$ cat config.mk
export PLATFORM = sky130hd
export DESIGN_NAME = johnson_seq_ctrl
export DESIGN_NICKNAME = d
export VERILOG_FILES = /design/src/rtl/johnson_seq_ctrl.sv
export SDC_FILE = /design/constraint.sdc
export NUM_CORES = 1
export LEC_CHECK = 0
export ABC_AREA = 1
export BUFFER_PORTS_ARGS = -buffer_cell sky130_fd_sc_hd__buf_2
export CAP_MARGIN = 20
export CORE_ASPECT_RATIO = 1.75
export CORE_MARGIN = 8
export CORE_UTILIZATION = 30
export DETAILED_ROUTE_END_ITERATION = 16
export HOLD_SLACK_MARGIN = 0.12
export PLACE_DENSITY_LB_ADDON = 0.1
export SETUP_SLACK_MARGIN = 0.5
export SLEW_MARGIN = 20
export SYNTH_ARGS = -nofsm -noshare
export SYNTH_HDL_FRONTEND = slang
export SYNTH_SLANG_ARGS = --single-unit
export TNS_END_PERCENT = 10
$ cat constraint.sdc
create_clock -name clock -period 3.2 [get_ports clock]
set_input_delay 0.16 -clock clock [delete_from_list [all_inputs] [get_ports clock]]
set_output_delay 0.16 -clock clock [all_outputs]
set_load 0.02 [all_outputs]
$ cat src/rtl/johnson_seq_ctrl.sv
// -----------------------------------------------------------------------------
// johnson_seq_ctrl
//   Run controller that owns a WIDTH-bit Johnson counter register. It steps the
//   counter a programmed number of times in either direction, supports pause
//   and abort, pulses done on completion, and continuously checks that the
//   register holds one of the 2*WIDTH legal Johnson codes. An illegal code
//   latches a sticky alarm (FAULT state) and forces the counter to zero.
//   A fault-injection port can overwrite the counter at any time.
// -----------------------------------------------------------------------------
module johnson_seq_ctrl #(
    parameter int WIDTH = 4,
    parameter int CNT_W = 8
) (
    input  logic             clock,
    input  logic             reset,
    input  logic             start,
    input  logic [CNT_W-1:0] len,
    input  logic             dir,
    input  logic             pause,
    input  logic             abort,
    input  logic             inj_en,
    input  logic [WIDTH-1:0] inj_val,
    output logic [WIDTH-1:0] counter_state,
    output logic [CNT_W-1:0] step_count,
    output logic             busy,
    output logic             done,
    output logic             alarm
);

    typedef enum logic [2:0] {
        S_IDLE  = 3'd0,
        S_RUN   = 3'd1,
        S_PAUSE = 3'd2,
        S_DONE  = 3'd3,
        S_FAULT = 3'd4
    } state_t;

    localparam logic [CNT_W-1:0] CNT_ONE  = CNT_W'(1);
    localparam logic [WIDTH-2:0] EDGE_ONE = (WIDTH - 1)'(1);

    state_t           state;
    state_t           state_next;

    logic [CNT_W-1:0] len_r;       // run length latched at start
    logic             dir_r;       // direction latched at start
    logic             done_r;      // registered completion pulse

    // Control decisions produced by the next-state logic for the datapath.
    logic             do_load;     // accept a non-zero run request
    logic             do_step;     // advance the counter by one position
    logic             do_clear;    // force the counter to zero on a fault
    logic             done_next;   // pulse done on the coming edge

    logic [WIDTH-1:0] stepped;     // counter value after one step
    logic [WIDTH-2:0] edge_mask;   // bit i set where q[i+1] != q[i]
    logic             code_legal;
    logic             last_step;

    // -------------------------------------------------------------------------
    // Datapath helpers
    // -------------------------------------------------------------------------

    // A legal Johnson code is a single contiguous run of ones against a run of
    // zeros, anchored at one end: there is at most one 0/1 boundary between
    // neighbouring bits. That is a one-hot-or-zero test on the boundary mask.
    assign edge_mask  = counter_state[WIDTH-1:1] ^ counter_state[WIDTH-2:0];
    assign code_legal = ((edge_mask & (edge_mask - EDGE_ONE)) == '0);

    // dir=0 shifts left feeding the inverted MSB in; dir=1 shifts right
    // feeding the inverted LSB in.
    assign stepped = dir_r ? {~counter_state[0], counter_state[WIDTH-1:1]}
                           : {counter_state[WIDTH-2:0], ~counter_state[WIDTH-1]};

    // len_r is never zero while running, so len_r - 1 cannot underflow here.
    assign last_step = (step_count == (len_r - CNT_ONE));

    // -------------------------------------------------------------------------
    // FSM
    // -------------------------------------------------------------------------

    // State register.
    // NOTE: sequential state is written with non-blocking assignments so every
    // flop samples the pre-edge values regardless of block evaluation order.
    always_ff @(posedge clock or negedge reset) begin
        if (!reset) begin
            state <= S_IDLE;
        end else begin
            state <= state_next;
        end
    end

    // Next-state and datapath control, in edge priority order:
    // injection > illegal code > abort > pause > step.
    // NOTE: every signal driven here gets a default first so no path through
    // the block leaves it unassigned, which would infer a latch.
    always_comb begin
        state_next = state;
        do_load    = 1'b0;
        do_step    = 1'b0;
        do_clear   = 1'b0;
        done_next  = 1'b0;

        if (inj_en) begin
            // Injection only overwrites the counter; the FSM holds this edge.
            state_next = state;
        end else if (!code_legal) begin
            state_next = S_FAULT;
            do_clear   = 1'b1;
        end else begin
            unique case (state)
                S_IDLE: begin
                    if (start) begin
                        if (len != '0) begin
                            do_load    = 1'b1;
                            state_next = S_RUN;
                        end else begin
                            // Zero-length run completes immediately.
                            done_next  = 1'b1;
                        end
                    end
                end
                S_RUN, S_PAUSE: begin
                    if (abort) begin
                        state_next = S_IDLE;
                    end else if (pause) begin
                        state_next = S_PAUSE;
                    end else begin
                        // Leaving PAUSE steps on the same edge, so pausing
                        // costs exactly the paused cycles and no step.
                        do_step = 1'b1;
                        if (last_step) begin
                            state_next = S_DONE;
                            done_next  = 1'b1;
                        end else begin
                            state_next = S_RUN;
                        end
                    end
                end
                S_DONE: begin
                    state_next = S_IDLE;
                end
                S_FAULT: begin
                    // Absorbing until reset.
                    state_next = S_FAULT;
                end
                default: begin
                    state_next = S_FAULT;
                end
            endcase
        end
    end

    // Output decode from the registered state.
    always_comb begin
        busy  = (state == S_RUN) || (state == S_PAUSE);
        alarm = (state == S_FAULT);
        done  = done_r;
    end

    // -------------------------------------------------------------------------
    // Datapath registers
    // -------------------------------------------------------------------------

    // Johnson counter register: injection, fault clear, then step.
    always_ff @(posedge clock or negedge reset) begin
        if (!reset) begin
            counter_state <= '0;
        end else if (inj_en) begin
            counter_state <= inj_val;
        end else if (do_clear) begin
            counter_state <= '0;
        end else if (do_step) begin
            counter_state <= stepped;
        end
    end

    // Step counter: cleared when a run is accepted, incremented per step.
    always_ff @(posedge clock or negedge reset) begin
        if (!reset) begin
            step_count <= '0;
        end else if (do_load) begin
            step_count <= '0;
        end else if (do_step) begin
            step_count <= step_count + CNT_ONE;
        end
    end

    // Run parameters captured when a run is accepted.
    always_ff @(posedge clock or negedge reset) begin
        if (!reset) begin
            len_r <= '0;
            dir_r <= 1'b0;
        end else if (do_load) begin
            len_r <= len;
            dir_r <= dir;
        end
    end

    // One-cycle completion pulse.
    always_ff @(posedge clock or negedge reset) begin
        if (!reset) begin
            done_r <= 1'b0;
        end else begin
            done_r <= done_next;
        end
    end

endmodule

Word level (Yosys, flattened, before mapping)
Index checks and enable logic that the tools add are counted.

Register bits: 25. Input port bits: 19. Output and inout bits: 15. Logic and storage cells: 62.

Add/subtract/negate cells: 3. Eq/ne operators: 7. Mux-type cells: 33. Bitwise operators: 5. Reduce and logical (&&, ||, !) cells: 8.

Operators with widths (count): 1-bit 2-to-1 mux (19); 4-bit 2-to-1 mux (4); 8-bit 2-to-1 mux (2); 3-bit 2-to-1 mux (3); 3-bit one-hot mux with 3 select lines (1); 8-bit by 1-bit adder with 8-bit output (second input constant) (1); 8-bit == test (1); 8-bit nonzero test (1); 8-bit by 1-bit subtractor with 8-bit output (second input constant) (1); 3-bit by 2-bit == test with 1-bit output (second input constant) (2); 3-bit logical NOT (2); 2-bit 2-to-1 mux (3); 3-bit != test (second input constant) (2); 3-bit bitwise AND (1); 3-bit by 1-bit == test with 1-bit output (second input constant) (1); 3-bit == test (second input constant) (1); 1-bit NOT (3); 3-bit AND reduction (1); 3-bit nonzero test (1); 3-bit by 1-bit subtractor with 3-bit output (second input constant) (1); 3-bit bitwise XOR (1); 1-bit one-hot mux with 2 select lines (1); 2-bit nonzero test (1); 2-bit OR reduction (1); 1-bit logical OR (1).

Depth between registers and ports, before layout
Depth in word-level cells: 9. Gate-level depth with buffers: 13. Gate-level depth less buffers: 13.

Least setup slack after synthesis
Ideal clock, no wire load.

Path kind: reg-to-reg. Start: register counter_state[3]. End: register step_count[3]. Setup time: 120 ps. Arrival: 1431 ps. Required time: 3080 ps. Setup slack: 1649 ps. Cell stages (with the launch flop): 8. Buffers on the path: 1. Clock period less this slack: 1551 ps. Path through: dfrtp_1 -> o211ai_1 -> nand3_4 -> nor2_8 -> inv_2 -> buf_6 -> nand2_1 -> nor2_1.

Word-level cells in the longest chain between the ends: 7. Elaborated cells between the ends (all ways): 10. Classes of those cells: add/sub (1); mux (5); bitwise (2); reduce/logical (2).

Ends and longest elaborated chain: start, declared (line 23) `output logic [WIDTH-1:0] counter_state,`; start signal, assigned (line 169) `counter_state <= inj_val;`; start signal, assigned (line 173) `counter_state <= stepped;`; 3-bit bitwise XOR * (line 66) `assign edge_mask = counter_state[WIDTH-1:1] ^ counter_state[WIDTH-2:0];`; 3-bit by 1-bit subtractor with 3-bit output (line 67) `assign code_legal = ((edge_mask & (edge_mask - EDGE_ONE)) == '0);`; 3-bit bitwise AND * (line 67); 3-bit logical NOT * (line 67); 1-bit 2-to-1 mux (line 106) `end else if (!code_legal) begin`; 1-bit 2-to-1 mux (line 103) `if (inj_en) begin`; 8-bit 2-to-1 mux / 2-bit nonzero test (equally long branches); end signal, assigned (line 184) `step_count <= step_count + CNT_ONE;`; end, declared (line 24) `output logic [CNT_W-1:0] step_count,`.

Mark *: on every way between the ends. The rest lies on a longest branch, timed or not. A chain may end at the register's enable or synchronous reset.

Worst setup path after layout
Start: register counter_state[2]. End: register step_count[1].

Same word-level chain as after synthesis.

==> impl_metrics.csv <==
group,metric,value,unit
power,p_leak,1.05,nW
floorplanning,initial_core_util,30.9,%
yosys,ys_ff_latch,25,
timing,setup_violations,0,
clock_tree,clk-insertion-delay-late,0.27,ns
yosys,synth_area_per_cell,7.08,sq um
final_layout,n_fill_cell,603,
timing,slew_violations,0,
floorplanning,design.core.area,5260,sq um
power,ir_worst_vdd,0.325,mV
critical_path,cp-start-kind,"flip-flop",
clock_tree,clock_sink_count,25,
drt,dr_total_vias,1490,
grt,grt_pass1_vias,1607,
drt,drtIter0Drc,80,
final_layout,sequential_cell_area,626,sq um
timing,fmax,0.566,GHz
clock_tree,cts_tree,"yes",
floorplanning,die_area,8110,sq um
timing,slew_headroom,59.0,%
hold_path,whs_path_depth,3,
critical_path,r2r_cells,5,
final_layout,fin_util,36.4,%
yosys,yosysWarnings,0,
floorplanning,pin_count,34,
grt,grt_pass1_wl,7360,um
outcome,status,"finished, final reports clean",
grt,antenna_found_initial,0,
clock_tree,cts_buffer_depth,2,
drt,detail_route.wl_per_cell,13.2,um
critical_path,crit_required,3.37,ns
floorplanning,die_y,113,um
yosys,yosysTopAreaCell,"dfrtp_1",
yosys,ys_types,27,
timing,worst_pin_slew,0.616,ns
yosys,syn_inst,229,
critical_path,arrival,1.94,ns
critical_path,critical_path_class,"flip-flop to flip-flop",
placed_design,dp_hpwl,3400,um
power,power.total,818,uW
final_layout,diodes,0,
drt,via_per_inst,4.63,
timing,skew,0.0100,ns
placed_design,place_congestion,0.742,
timing,fin_crit,1.77,ns
grt,grt_max_degree,26,
critical_path,crit_fanout,11,
final_layout,syn_to_final_growth,18.0,%
drt,dr.pass1.iters,4,
hold_path,min_path_type,"input port to flip-flop",
grt,grtUsageTotal,11.3,%
timing,final-hold-violation-count,0,
yosys,synth_top_area_share,38.6,%
timing,fin_tns_setup,0,ns
timing,post-route-period-util,55.2,%
final_layout,multiInputGateArea,856,sq um
floorplanning,num_rows,35,
final_layout,fin_area,1910,sq um
yosys,synth.area.top_cells,"dfrtp_1 (39%), nand2_1 (19%), nor2_1 (6.7%)",
clock_tree,cts_root_buffer,"clkbuf_8",
run,cap_violations,0,
clock_tree,path_clk_slew,0.10,ns
drt,routed_wl,4260,um
yosys,syn_area,1620,sq um
final_layout,layout-drive-gt1-share,18.7,%
power,p_per_area,428,nW/um^2
placed_design,postPlaceCellArea,1820,sq um
grt,gr-total-overflow,0,
clock_tree,cts-buffers-inserted,3,
timing,rsz0062_at_grt,"no",
yosys,synth_seq_area_share,38.6,%
yosys,syn-num-nets,250,
critical_path,cp-end-kind,"flip-flop",
clock_tree,ctsResizeCount,0,
clock_tree,h-tree-depth,1,
floorplanning,die_w,71.6,um
drt,ant_nets,0,
placed_design,portBuffers,33,
drt,drc,0,
final_layout,nNetsFinal,289,
==> synth_stat cells (all sizes together) <==
| cell | number |
|---|---|
| buf | 4 |
| nand3b | 1 |
| nand3 | 15 |
| o21ai | 13 |
| a21oi | 5 |
| inv | 27 |
| nor3 | 2 |
| xor2 | 2 |
| nand4 | 3 |
| xnor2 | 6 |
| a31oi | 4 |
| dfrtp | 25 |
| o211ai | 2 |
| or2 | 1 |
| ha | 2 |
| nand2 | 84 |
| nor2 | 32 |
| a22o | 1 |
==> metal layers <==
layer	GRT usage (%)	wire length (um)	up-vias
met4	3.29	38	0
met1	10.9	1630	672
met2	22.9	2450	22
met5	0	0	-
li1	-	-	794
met3	1.86	135	2
==> flip-flops by register name, summed over array words and instances, names as in the netlist <==
name / cells
done: 1
len_r: 8
counter_state: 4
step_count: 8
state: 3
dir_r: 1
==> logic make-up after synthesis <==
group | after synthesis | share of synthesized area, %
AND/OR/NAND/NOR | 138 | 38.3
buffers and inverters | 31 | 8.64
AO/OA/AOI/OAI | 25 | 8.56
flip-flops | 25 | 38.6
XOR/XNOR | 8 | 4.32
adder cells (fa/ha/maj) | 2 | 1.54
==> worst max-delay path, stage by stage, from the launching register on <==
cell	delay [ns]
dfrtp_1	0.45
o211ai_1	0.34
nand3_4	0.20
nor2_4	0.32
nor2_2	0.15
a22o_1	0.20
==> timing repair <==
action | CTS | global route
setup endpoints to repair | 0 | 0
hold buffers | 5 | 0
endpoints found under the hold margin | 29 | 0
buffers inserted | 0 | 0
==> cell type report <==
cell class                      instances  share of cell area [%]
Sequential cell                        25                    32.7
Inverter                               27                    5.30
Clock buffer                            3                    2.16
Timing Repair Buffer                   38                    11.2
Tap cell                               55                    3.60
Clock inverter                          1                   0.262
Multi-Input combinational cell        173                    44.7
==> through the flow <==
step | std cells | worst slack [ns] | hold WS (ns)
floorplan | 229 | 1.65 | -0.136
global placement | 313 | 1.42 | 0.214
detailed placement | 313 | 1.41 | 0.216
CTS | 322 | 1.39 | 0.121
global route | 322 | 1.23 | 0.141
finish | 322 | 1.43 | 0.118
==> report_power, final <==
part           internal [mW]  switching (mW)
clock network         0.0872           0.109
registers              0.342          0.0364
logic                 0.0815           0.162
total                  0.511           0.308
==> worst paths after layout <==
path,to,slack (ns),start
setup / recovery,step_count[1],1.43,counter_state[2]
hold / removal,len_r[6],0.12,len[6]
setup reg to reg,step_count[1],1.43,counter_state[2]
hold reg to reg,len_r[7],0.51,len_r[7]
max in group asynchronous,len_r[4],2.37,reset
min in group asynchronous,counter_state[2],0.43,reset
==> cell usage in the layout (no fill, tap or decap), types with 3 or more instances in the layout <==
| master | synthesis | layout |
|---|---|---|
| nand3_1 | 9 | 9 |
| xnor2_1 | 6 | 6 |
| nand4_1 | 3 | 3 |
| o21ai_0 | 11 | 11 |
| nand2_1 | 82 | 82 |
| clkbuf_8 | 0 | 3 |
| dfrtp_1 | 25 | 25 |
| a31oi_1 | 4 | 4 |
| nand3_2 | 5 | 5 |
| nor2_1 | 29 | 29 |
| inv_1 | 25 | 25 |
| dlygate4sd3_1 | 0 | 5 |
| buf_2 | 1 | 33 |
| a21oi_1 | 5 | 5 |
No activity file was read; power rests on OpenSTA's default activity.
